==> src/rtl/vec_decode_pkg.sv <==
// Shared types and the opcode decoder for the vector decode stage.
// Holds the opcode and register-type enums, the width-independent control part of the decoded
// bundle, and decode_fields(), which maps {funct, opcode} to register types and source usage.
package vec_decode_pkg;

  typedef enum logic [2:0] {
    OpMovImm  = 3'b000,
    OpMovSv   = 3'b001,
    OpAddi    = 3'b010,
    OpSubi    = 3'b011,
    OpMul     = 3'b100,
    OpAdd     = 3'b101,
    OpDiv     = 3'b110,
    OpIllegal = 3'b111
  } opcode_e;

  typedef enum logic [1:0] {
    RT_NOP = 2'b00,
    RT_VS  = 2'b01,
    RT_S   = 2'b10,
    RT_VV  = 2'b11
  } reg_type_e;

  // Control half of the decoded bundle. The operand fields themselves are parameter-sized and are
  // carried by the stage; src1 comes from oper1 or oper2, src2 is always oper3.
  typedef struct packed {
    reg_type_e rt;
    logic      dst_vec;
    logic      illegal;
    logic      src1_en;
    logic      src1_from_oper2;
    logic      src1_vec;
    logic      src2_en;
    logic      src2_vec;
  } decode_ctrl_t;

  function automatic decode_ctrl_t decode_fields(input logic funct, input logic [2:0] opcode);
    decode_ctrl_t d;
    d.rt              = RT_NOP;
    d.dst_vec         = 1'b0;
    d.illegal         = 1'b0;
    d.src1_en         = 1'b0;
    d.src1_from_oper2 = 1'b0;
    d.src1_vec        = 1'b0;
    d.src2_en         = 1'b0;
    d.src2_vec        = 1'b0;
    if (funct) begin
      // Load/store overrides the opcode, including 111.
      d.rt              = RT_VS;
      d.dst_vec         = 1'b1;
      d.src1_en         = 1'b1;
      d.src1_from_oper2 = 1'b1;
    end else begin
      unique case (opcode_e'(opcode))
        OpMovImm: d.rt = RT_S;
        OpMovSv: begin
          d.rt      = RT_S;
          d.dst_vec = 1'b1;
          d.src1_en = 1'b1;
        end
        OpAddi, OpSubi: begin
          d.rt      = RT_S;
          d.src1_en = 1'b1;
        end
        OpMul, OpDiv: begin
          d.rt              = RT_VS;
          d.dst_vec         = 1'b1;
          d.src1_en         = 1'b1;
          d.src1_from_oper2 = 1'b1;
          d.src1_vec        = 1'b1;
          d.src2_en         = 1'b1;
        end
        OpAdd: begin
          d.rt              = RT_VV;
          d.dst_vec         = 1'b1;
          d.src1_en         = 1'b1;
          d.src1_from_oper2 = 1'b1;
          d.src1_vec        = 1'b1;
          d.src2_en         = 1'b1;
          d.src2_vec        = 1'b1;
        end
        OpIllegal: d.illegal = 1'b1;
      endcase
    end
    return d;
  endfunction

endpackage

==> src/rtl/vector_decode_stage_scoreboard.sv <==
// Pending-write scoreboard for the scalar and vector register files.
// Ports: clk, rst (async, active-high); set_en/set_vec/set_addr marks a register pending;
// clr_en/clr_vec/clr_addr clears one (a set of the same bit in the same cycle wins);
// q1_*/q2_* are two source queries; busy is high when any enabled query hits a pending bit.
// Vector indices use the low VREG_AW bits of an address. Scalar register 0 is never pending.
module vec_scoreboard #(
  parameter int unsigned SREG_AW = 4,
  parameter int unsigned VREG_AW = 3
) (
  input  logic               clk,
  input  logic               rst,
  input  logic               set_en,
  input  logic               set_vec,
  input  logic [SREG_AW-1:0] set_addr,
  input  logic               clr_en,
  input  logic               clr_vec,
  input  logic [SREG_AW-1:0] clr_addr,
  input  logic               q1_en,
  input  logic               q1_vec,
  input  logic [SREG_AW-1:0] q1_addr,
  input  logic               q2_en,
  input  logic               q2_vec,
  input  logic [SREG_AW-1:0] q2_addr,
  output logic               busy
);

  localparam int unsigned NumSreg = 2 ** SREG_AW;
  localparam int unsigned NumVreg = 2 ** VREG_AW;

  logic [NumSreg-1:0] spend_q, spend_d;
  logic [NumVreg-1:0] vpend_q, vpend_d;
  logic               q1_hit, q2_hit;

  always_comb begin
    spend_d = spend_q;
    vpend_d = vpend_q;
    if (clr_en) begin
      if (clr_vec) vpend_d[clr_addr[VREG_AW-1:0]] = 1'b0;
      else         spend_d[clr_addr] = 1'b0;
    end
    // Applied after the clear so a simultaneous set takes priority.
    if (set_en) begin
      if (set_vec) vpend_d[set_addr[VREG_AW-1:0]] = 1'b1;
      else         spend_d[set_addr] = 1'b1;
    end
    spend_d[0] = 1'b0;
  end

  always_ff @(posedge clk or posedge rst) begin
    if (rst) begin
      spend_q <= '0;
      vpend_q <= '0;
    end else begin
      spend_q <= spend_d;
      vpend_q <= vpend_d;
    end
  end

  always_comb begin
    q1_hit = q1_vec ? vpend_q[q1_addr[VREG_AW-1:0]] : spend_q[q1_addr];
    q2_hit = q2_vec ? vpend_q[q2_addr[VREG_AW-1:0]] : spend_q[q2_addr];
    busy   = (q1_en && q1_hit) || (q2_en && q2_hit);
  end

endmodule

==> src/rtl/vector_decode_stage.sv <==
// Registered decode stage between fetch and execute of the vector processor.
// Splits an instruction {funct, opcode, imm_flag, wb[1:0], oper1, oper2, oper3, ...} (imm in the
// low IMM_W bits) into EX/MEM/WB control, operand indices, immediate and register-type flags.
// Ports: clk, rst (async, active-high); in_valid/in_instr/in_ready fetch handshake;
// out_valid/out_ready execute handshake; flush drops the held bundle; ex_ctrl, mem_ctrl, wb_ctrl,
// oper1..3, imm, reg_type, des_type, illegal form the bundle; wb_valid/wb_is_vec/wb_addr retire a
// pending write. RAW hazards stall in_ready until the writer's writeback.
// Optional: DECODE_PERF_CNT_EN adds saturating 32-bit stall_cnt and issue_cnt outputs.
module vector_decode_stage
  import vec_decode_pkg::*;
#(
  parameter int unsigned INSTR_W = 21,  // must be >= 7 + SREG_AW + 2*VREG_AW
  parameter int unsigned SREG_AW = 4,
  parameter int unsigned VREG_AW = 3,
  parameter int unsigned IMM_W   = 8
) (
  input  logic               clk,
  input  logic               rst,
  input  logic               in_valid,
  input  logic [INSTR_W-1:0] in_instr,
  output logic               in_ready,
  output logic               out_valid,
  input  logic               out_ready,
  input  logic               flush,
  output logic [4:0]         ex_ctrl,
  output logic [3:0]         mem_ctrl,
  output logic [1:0]         wb_ctrl,
  output logic [SREG_AW-1:0] oper1,
  output logic [VREG_AW-1:0] oper2,
  output logic [VREG_AW-1:0] oper3,
  output logic [IMM_W-1:0]   imm,
  output logic [1:0]         reg_type,
  output logic               des_type,
  output logic               illegal,
  input  logic               wb_valid,
  input  logic               wb_is_vec,
  input  logic [SREG_AW-1:0] wb_addr
`ifdef DECODE_PERF_CNT_EN
  ,
  output logic [31:0]        stall_cnt,
  output logic [31:0]        issue_cnt
`endif
);

  localparam int unsigned O1Hi = INSTR_W - 8;
  localparam int unsigned O1Lo = INSTR_W - 7 - SREG_AW;
  localparam int unsigned O2Lo = O1Lo - VREG_AW;
  localparam int unsigned O3Lo = O2Lo - VREG_AW;

  // Instruction fields
  logic               f_funct, f_immf;
  logic [2:0]         f_op;
  logic [1:0]         f_wb;
  logic [SREG_AW-1:0] f_oper1;
  logic [VREG_AW-1:0] f_oper2, f_oper3;
  decode_ctrl_t       dc;

  assign f_funct = in_instr[INSTR_W-1];
  assign f_op    = in_instr[INSTR_W-2 -: 3];
  assign f_immf  = in_instr[INSTR_W-5];
  assign f_wb    = in_instr[INSTR_W-6 -: 2];
  assign f_oper1 = in_instr[O1Hi:O1Lo];
  assign f_oper2 = in_instr[O1Lo-1:O2Lo];
  assign f_oper3 = in_instr[O2Lo-1:O3Lo];
  assign dc      = decode_fields(f_funct, f_op);

  // Held bundle
  logic               out_valid_q;
  logic [4:0]         ex_ctrl_q, ex_ctrl_d;
  logic [3:0]         mem_ctrl_q, mem_ctrl_d;
  logic [1:0]         wb_ctrl_q, wb_ctrl_d;
  logic [SREG_AW-1:0] oper1_q, oper1_d;
  logic [VREG_AW-1:0] oper2_q, oper2_d, oper3_q, oper3_d;
  logic [IMM_W-1:0]   imm_q, imm_d;
  reg_type_e          reg_type_q;
  logic               des_type_q, illegal_q;

  // Legal instructions carry their fields through; an illegal one is a NOP with all fields 0.
  always_comb begin
    ex_ctrl_d  = {f_funct, f_op, f_immf};
    mem_ctrl_d = {f_funct, f_op};
    wb_ctrl_d  = f_wb;
    oper1_d    = f_oper1;
    oper2_d    = f_oper2;
    oper3_d    = f_oper3;
    imm_d      = in_instr[IMM_W-1:0];
    if (dc.illegal) begin
      ex_ctrl_d  = '0;
      mem_ctrl_d = '0;
      wb_ctrl_d  = '0;
      oper1_d    = '0;
      oper2_d    = '0;
      oper3_d    = '0;
      imm_d      = '0;
    end
  end

  // Source operands of the incoming instruction
  logic [SREG_AW-1:0] src1_addr, src2_addr;
  assign src1_addr = dc.src1_from_oper2 ? SREG_AW'(f_oper2) : f_oper1;
  assign src2_addr = SREG_AW'(f_oper3);

  // Held bundle still owes a write that the scoreboard does not know about yet.
  logic held_wr, m1, m2, sb_busy, hazard, accept, xfer;
  assign held_wr = out_valid_q && wb_ctrl_q[0] && (des_type_q || (oper1_q != '0));

  always_comb begin
    m1 = dc.src1_en && held_wr && (dc.src1_vec == des_type_q) &&
         (dc.src1_vec ? (src1_addr[VREG_AW-1:0] == oper1_q[VREG_AW-1:0]) : (src1_addr == oper1_q));
    m2 = dc.src2_en && held_wr && (dc.src2_vec == des_type_q) &&
         (dc.src2_vec ? (src2_addr[VREG_AW-1:0] == oper1_q[VREG_AW-1:0]) : (src2_addr == oper1_q));
  end

  vec_scoreboard #(
    .SREG_AW (SREG_AW),
    .VREG_AW (VREG_AW)
  ) u_scoreboard (
    .clk      (clk),
    .rst      (rst),
    .set_en   (xfer && wb_ctrl_q[0]),
    .set_vec  (des_type_q),
    .set_addr (oper1_q),
    .clr_en   (wb_valid),
    .clr_vec  (wb_is_vec),
    .clr_addr (wb_addr),
    .q1_en    (dc.src1_en),
    .q1_vec   (dc.src1_vec),
    .q1_addr  (src1_addr),
    .q2_en    (dc.src2_en),
    .q2_vec   (dc.src2_vec),
    .q2_addr  (src2_addr),
    .busy     (sb_busy)
  );

  assign hazard   = sb_busy || m1 || m2;
  assign in_ready = !rst && (!out_valid_q || out_ready) && !(in_valid && hazard) && !flush;
  assign accept   = in_valid && in_ready;
  // A flushed bundle never counts as transferred, so its write is never marked pending.
  assign xfer     = out_valid_q && out_ready && !flush;

  always_ff @(posedge clk or posedge rst) begin
    if (rst) begin
      out_valid_q <= 1'b0;
      ex_ctrl_q   <= '0;
      mem_ctrl_q  <= '0;
      wb_ctrl_q   <= '0;
      oper1_q     <= '0;
      oper2_q     <= '0;
      oper3_q     <= '0;
      imm_q       <= '0;
      reg_type_q  <= RT_NOP;
      des_type_q  <= 1'b0;
      illegal_q   <= 1'b0;
    end else begin
      if (flush)          out_valid_q <= 1'b0;
      else if (accept)    out_valid_q <= 1'b1;
      else if (out_ready) out_valid_q <= 1'b0;
      if (accept) begin
        ex_ctrl_q  <= ex_ctrl_d;
        mem_ctrl_q <= mem_ctrl_d;
        wb_ctrl_q  <= wb_ctrl_d;
        oper1_q    <= oper1_d;
        oper2_q    <= oper2_d;
        oper3_q    <= oper3_d;
        imm_q      <= imm_d;
        reg_type_q <= dc.rt;
        des_type_q <= dc.dst_vec;
        illegal_q  <= dc.illegal;
      end
    end
  end

  assign out_valid = out_valid_q;
  assign ex_ctrl   = ex_ctrl_q;
  assign mem_ctrl  = mem_ctrl_q;
  assign wb_ctrl   = wb_ctrl_q;
  assign oper1     = oper1_q;
  assign oper2     = oper2_q;
  assign oper3     = oper3_q;
  assign imm       = imm_q;
  assign reg_type  = reg_type_q;
  assign des_type  = des_type_q;
  assign illegal   = out_valid_q && illegal_q;

`ifdef DECODE_PERF_CNT_EN
  logic [31:0] stall_cnt_q, issue_cnt_q;

  always_ff @(posedge clk or posedge rst) begin
    if (rst) begin
      stall_cnt_q <= '0;
      issue_cnt_q <= '0;
    end else begin
      if (in_valid && hazard && (stall_cnt_q != '1)) stall_cnt_q <= stall_cnt_q + 32'd1;
      if (xfer && (issue_cnt_q != '1))               issue_cnt_q <= issue_cnt_q + 32'd1;
    end
  end

  assign stall_cnt = stall_cnt_q;
  assign issue_cnt = issue_cnt_q;
`endif

endmodule
==> config.mk <==
export PLATFORM = sky130hd
export DESIGN_NAME = vector_decode_stage
export DESIGN_NICKNAME = d
export VERILOG_FILES = /design/src/rtl/vec_decode_pkg.sv /design/src/rtl/vector_decode_stage_scoreboard.sv /design/src/rtl/vector_decode_stage.sv
export SDC_FILE = /design/constraint.sdc
export NUM_CORES = 1
export LEC_CHECK = 0
export CAP_MARGIN = 20
export CORE_ASPECT_RATIO = 2
export CORE_UTILIZATION = 55
export CTS_CLUSTER_DIAMETER = 80
export CTS_CLUSTER_SIZE = 24
export DETAILED_ROUTE_END_ITERATION = 10
export PLACE_DENSITY = 0.84
export SETUP_SLACK_MARGIN = 0.02
export SLEW_MARGIN = 20
export SYNTH_ARGS = -nofsm -noshare
export SYNTH_HDL_FRONTEND = slang
export SYNTH_SLANG_ARGS = --single-unit
export TNS_END_PERCENT = 30
==> constraint.sdc <==
create_clock -name clk -period 6.2 [get_ports clk]
set_input_delay 0.93 -clock clk [delete_from_list [all_inputs] [get_ports clk]]
set_output_delay 0.93 -clock clk [all_outputs]
set_load 0.01 [all_outputs]
==> results.yml, run 1 <==
grt:
  gr-usage-met1: 0.2970
  top_usage_layer: "met2"
  grt_util_met3: 0.05390
  antenna_found_initial: 0
  grt_pass1_vias: 2621
  gr-total-overflow: 0
  gr-usage-all-layers: 0.3087
  grt_pass1_wl_um: 12640
  grt_use_met2: 0.5523
  grt_max_degree: 50
sta:
  max_freq_ghz: 0.1909
  max_slew_margin: 0.2669
  tightest_slew_ns: 1.094
  setup_tns_ns: 0
  rsz0062_at_grt: "no"
  finalWorstSetupSlack_ns: 0.9628
  setup_viol: 0
  fin_crit_ns: 5.237
  hold_violations: 0
  drv_slew: 0
  fin_crit_sh: 0.8447
  fin_skew_ns: 0.01067
clock_network:
  holdBufCountCts: 0
  path_clk_slew_ns: 0.08
  h-tree-depth: 2
  cts_setup_buffers: 0
  cts_tree: "done"
  cts_root_buffer: "clkbuf_8"
  ctsResizeCount: 0
  clockBufferDepth: 2
  cts_buffers: 5
  cts_sinks: 49
  clkLatencyLatePin_ns: 0.32
setup_path:
  slowest_stage: "clkdlybuf4s50_1"
  r2r-start: "oper1[2]"
  arrival_ns: 4.31
  critPathKind: "in -> out"
  cp.buffers_inverters: 3
  cpMostUsedCell: "clkdlybuf4s50_1"
  crit_chain: "clkdlybuf4s50_1 > a21boi_2 > o21ai_2 > buf_4 > nand2_2 > a211oi_1 > nor3b_1 > o31ai_2 > o21ai_1 > a2111oi_1 > clkdlybuf4s50_1"
  slowest_delay_ns: 0.71
  worstPathMaxFanout: 13
  crit_required_ns: 5.27
  cp-start-kind: "primary input"
  critPathCaptureType: "output pin"
  critPathTopFamily: "compound AO/OA/AOI/OAI gates"
  critPathLaunch: "in_instr[17]"
synth:
  synth_edf_count: 0
  synth-simple-area-share: 0.1663
  synth_largest_area_cell: "dfrtp_1"
  synth_top_family_by_area: "compound AO/OA/AOI/OAI gates"
  yosysWarnings: 0
  netlist.area_leader.share: 0.4053
  synth_xor_area_frac: 0.01737
  synth_fa_ha_area_frac: 0
  synthTopCellsByArea: "dfrtp_1 (41%), mux2i_1 (7.9%), o21ai_0 (6.6%)"
  ys_async_sr_fraction: 1.000
  syn_avg_cell_area_um2: 9.604
  synth_cells: 315
  ys_types: 61
  synth-seq-cells: 49
  synth-main-ff-cell: "dfrtp_1"
  synth_seq_area_share: 0.4053
  synth_compound_area_frac: 0.1886
  syn_area_um2: 3025
  synth_mux_area_frac: 0.1278
  syn-num-nets: 347
route:
  drt_first_pass_iters: 4
  wl_per_cell_um: 19.06
  drtIter0Drc: 78
  totalWireLength_um: 8156
  avgViaCountPerCell: 6.093
  antenna_left: 0
  route.vias.total: 2608
  drc: 0
run_status:
  status: "finished, final reports clean"
cells_and_area:
  area_delta_synth_final_pct: 22.13
  antennaDiodeCount: 0
  final_util: 0.7063
  layout-drive-gt1-share: 0.1054
  fin_cells: 428
  nNetsFinal: 401
placement:
  place_hpwl_um: 6238
  place_ws_ns: 1.011
  portBuffers: 66
  dp_cells: 420
  gp_congestion: 0.9590
die:
  die_height_um: 106.9
  start_util: 0.5783
  core_area_um2: 5231
  rows: 37
  die-width_um: 54.45
  die_area_um2: 5819
  ios: 67
pwr:
  leakagePower_nw: 1.750
  power.density_nw_per_um2: 273.1
  ir_drop_mv: 0.2172
hold_path:
  hp-class: "reg -> reg"
  hold_start: "reg_type[1]"
job:
  maxCapViolations: 0
## power by group
group | total [mW] | internal [mW] | switching (mW)
clock | 0.242 | 0.131 | 0.111
sequential | 0.432 | 0.372 | 0.0599
combinational | 0.335 | 0.177 | 0.157
total | 1.01 | 0.681 | 0.329
## cell families after synthesis
group | after synthesis
AO/OA/AOI/OAI | 85
XOR/XNOR | 6
buffers and inverters | 45
flip-flops | 49
multiplexers | 32
AND/OR/NAND/NOR | 98
## path summary, 6_finish.rpt
path | endpoint | slack (ns) | depth (start not counted)
max in group asynchronous | ex_ctrl[0] | 4.55 | 2
min in group asynchronous | u_scoreboard.spend_q[5] | 1.14 | 2
max | in_ready | 0.96 | 11
min | reg_type[1] | 0.52 | 1
min reg2reg | reg_type[1] | 0.52 | 1
max reg2reg | ex_ctrl[4] | 3.44 | 7
## layout make-up
type,count,area (um2)
Clock buffer,6,82.58
Timing Repair Buffer,67,668.1
Multi-Input combinational cell,221,1513
Clock inverter,2,37.54
Inverter,25,95.09
Fill cell,418,1536
Tap cell,58,72.57
Sequential cell,49,1226
## stage by stage
step	hold WS (ns)	instance area (um2)	power [mW]
2_1_floorplan	0.4606	3025	0.6117
3_3_place_gp	0.4850	3573	0.7609
3_5_place_dp	0.4930	3573	0.7706
5_1_grt	0.5303	3695	1.060
4_1_cts	0.5142	3694	1.011
6_report	0.5157	3695	1.009
## metal layers
layer | up-vias | part of all wire
met5 | - | 0
met4 | 0 | 0.060
met3 | 37 | 0.043
met2 | 105 | 0.56
met1 | 1253 | 0.34
li1 | 1213 | -
## layout by cell type (no fill, tap or decap), types with 3 or more instances in the layout
cell type and count:
clkdlybuf4s50_1 66, dfrtp_1 49, nand2_1 43, o21ai_0 40, inv_1 24, mux2i_1 24
nand3_1 11, nor2_1 7, o31ai_1 7, a211oi_1 6, clkbuf_8 6, and3_1 5
a21boi_0 5, nand2b_1 5, o21ai_1 4, or2_2 4, and3_2 3, a21oi_1 3
xnor2_1 3, xor2_1 3, mux4_2 3, mux2_4 3
## worst register-to-register path, stage by stage (launching register included)
cell	delay, ns
dfrtp_1	0.67
nor3_1	0.11
a211oi_1	0.34
nand3_1	0.11
a21o_2	0.20
o41a_1	0.36
o211ai_4	0.46
mux2_4	0.37
## synth_stat cells (4+ instances only)
cell type  number
and3_1          5
nand3_1        11
nand2b_1        5
buf_4           8
a21boi_0        5
buf_6           5
dfrtp_1        49
o21ai_0        40
nor2_1          7
mux2i_1        24
a211oi_1        6
o21ai_1         4
inv_1          25
o31ai_1         7
nand2_1        43
or2_2           4
## registers in the layout (all words and copies together), names as in the netlist
signal and cells:
des_type 1, out_valid 1, u_scoreboard.vpend_q 8, ex_ctrl 5, reg_type 2, oper2 3, u_scoreboard.spend_q 15, imm 5
oper3 2, illegal_q 1, wb_ctrl 2, oper1 4
No activity file was read; power rests on OpenSTA's default activity.
==> run 2, diff against run 1 <==
--- a/config.mk
+++ b/config.mk
@@ -7,11 +7,11 @@
 export LEC_CHECK = 0
 export CAP_MARGIN = 20
 export CORE_ASPECT_RATIO = 2
-export CORE_UTILIZATION = 55
+export CORE_UTILIZATION = 51
 export CTS_CLUSTER_DIAMETER = 80
 export CTS_CLUSTER_SIZE = 24
 export DETAILED_ROUTE_END_ITERATION = 10
-export PLACE_DENSITY = 0.84
+export PLACE_DENSITY = 0.79
 export SETUP_SLACK_MARGIN = 0.02
 export SLEW_MARGIN = 20
 export SYNTH_ARGS = -nofsm -noshare
==> constraint.sdc (replaced) <==
create_clock -name clk -period 5.35 [get_ports clk]
set_input_delay 0.8025 -clock clk [delete_from_list [all_inputs] [get_ports clk]]
set_output_delay 0.8025 -clock clk [all_outputs]
set_load 0.01 [all_outputs]
==> results.yml, run 2 (synthesized netlist as in run 1, its figures left out) <==
pwr:
  p_clk_frac: 0.258
  p_int_uw: 811.3
  leakagePower_nw: 1.761
  p_switching_uw: 390.3
  seqPwrFrac: 0.419
  switching_share: 0.3248
  p_comb_frac: 0.322
  power.density_nw_per_um2: 322.5
  ir_drop_mv: 0.3196
route:
  antenna_left: 0
  drc: 0
  avgViaCountPerCell: 6.148
  drt_first_pass_iters: 4
  wl_per_cell_um: 19.59
  totalWireLength_um: 8464
  route.vias.total: 2656
  drtIter0Drc: 81
clock_network:
  cts_tree: "done"
  h-tree-depth: 2
  holdBufCountCts: 0
  cts_buffers: 5
  cts_root_buffer: "clkbuf_16"
  path_clk_slew_ns: 0.06
  clockBufferDepth: 2
  cts_setup_buffers: 0
  cts_sinks: 49
  clkLatencyLatePin_ns: 0.29
  ctsResizeCount: 0
grt:
  grt_pass1_wl_um: 13390
  grt_pass1_vias: 2718
  antenna_found_initial: 0
  grt_max_degree: 50
  gr-usage-all-layers: 0.2830
  gr-total-overflow: 0
sta:
  setup_tns_ns: 0
  hold_violations: 0
  fin_skew_ns: 0.003015
  setup_viol: 0
  drv_slew: 0
  max_freq_ghz: 0.2057
  fin_crit_ns: 4.862
  max_slew_margin: 0.4111
  tightest_slew_ns: 0.8833
  rsz0062_at_grt: "no"
  fin_crit_sh: 0.9089
placement:
  gp_congestion: 0.8857
  dp_cells: 424
  place_hpwl_um: 6500
  portBuffers: 66
die:
  core_area_um2: 5709
  die_height_um: 110.9
  ios: 67
  die-width_um: 56.46
  start_util: 0.5299
  rows: 39
  die_area_um2: 6263
setup_path:
  crit_required_ns: 4.55
  worst-path-stages: 10
  worstPathMaxFanout: 12
  slowest_delay_ns: 0.73
  critPathCaptureType: "output pin"
  critPathTopFamily: "compound AO/OA/AOI/OAI gates"
  rr_worst_depth: 8
  slowest_stage: "clkdlybuf4s50_1"
  critPathKind: "in -> out"
  cp.buffers_inverters: 2
  cp-start-kind: "primary input"
  crit_chain: "clkdlybuf4s50_1 > a21boi_2 > o21ai_1 > nand2_1 > a211oi_1 > nor3b_1 > o31ai_2 > o21ai_1 > a2111oi_1 > clkdlybuf4s50_1"
  arrival_ns: 4.06
cells_and_area:
  regMostFlops: "u_scoreboard.spend_q"
  antennaDiodeCount: 0
  area_delta_synth_final_pct: 23.16
  final_util: 0.6526
  fin_cells: 432
  final_cell_mix: "clkdlybuf4s50_1 (66), dfrtp_1 (49), nand2_1 (43)"
  top_regs: "u_scoreboard.spend_q: 15 flops, u_scoreboard.vpend_q: 8 flops"
  final_common_cell: "clkdlybuf4s50_1"
  largest_reg_flops: 15
  nNetsFinal: 402
  layout-drive-gt1-share: 0.1024
hold_path:
  whs_path_depth: 1
  hp-class: "reg -> reg"
job:
  maxCapViolations: 0
run_status:
  status: "finished, final reports clean"
## run 2: metrics by stage
| step | area [um2] | worst slack, ns | hold slack [ns] | power (mW) |
|---|---|---|---|---|
| after floorplan | 3025 | 1.743 | 0.4606 | 0.7089 |
| after CTS | 3725 | 0.5263 | 0.5108 | 1.209 |
| after global placement | 3585 | 0.5518 | 0.4863 | 0.8875 |
| after detailed placement | 3585 | 0.5227 | 0.4964 | 0.8971 |
| final | 3726 | 0.4875 | 0.5108 | 1.202 |
| after global routing | 3726 | 0.2212 | 0.5404 | 1.257 |
## run 2: worst paths after layout
path	startpoint	to	slack [ns]
min in group asynchronous	rst	imm[3]	1.04
setup / recovery	in_instr[17]	in_ready	0.49
max in group asynchronous	rst	u_scoreboard.vpend_q[5]	3.78
hold / removal	reg_type[1]	reg_type[1]	0.51
setup reg to reg	oper1[2]	illegal_q	2.52
hold reg to reg	reg_type[1]	reg_type[1]	0.51
## run 2: worst register-to-register path: stages, from the launching register on
cell and delay [ns]:
dfrtp_1 0.67, nor3_1 0.10, a211oi_1 0.37, nand3_1 0.12, a21o_2 0.21, o41a_1 0.36, o211ai_4 0.33, buf_4 0.36
mux2i_1 0.21
## run 2: cell type report
class,count,area [um2]
Clock buffer,7,132.6
Clock inverter,1,7.507
Fill cell,491,1983
Inverter,25,95.09
Multi-Input combinational cell,221,1513
Sequential cell,49,1226
Tap cell,61,76.32
Timing Repair Buffer,68,675.6
## run 2: per-layer routing
metal	wire, um	vias to the layer above	GRT usage	part of all wire
li1	-	1213	-	-
met1	2871	1286	0.2748	0.34
met2	4587	116	0.5067	0.54
met5	0	-	0	0
met4	631	0	0.2195	0.075
met3	373	41	0.04551	0.044
## run 2: power groups by stage
stage	clock [mW]	sequential, mW	combinational, mW
global placement	0	0.507	0.381
detailed placement	0	0.510	0.387
CTS	0.316	0.503	0.389
global route	0.327	0.511	0.419
floorplan	0	0.500	0.209
finish	0.310	0.504	0.387
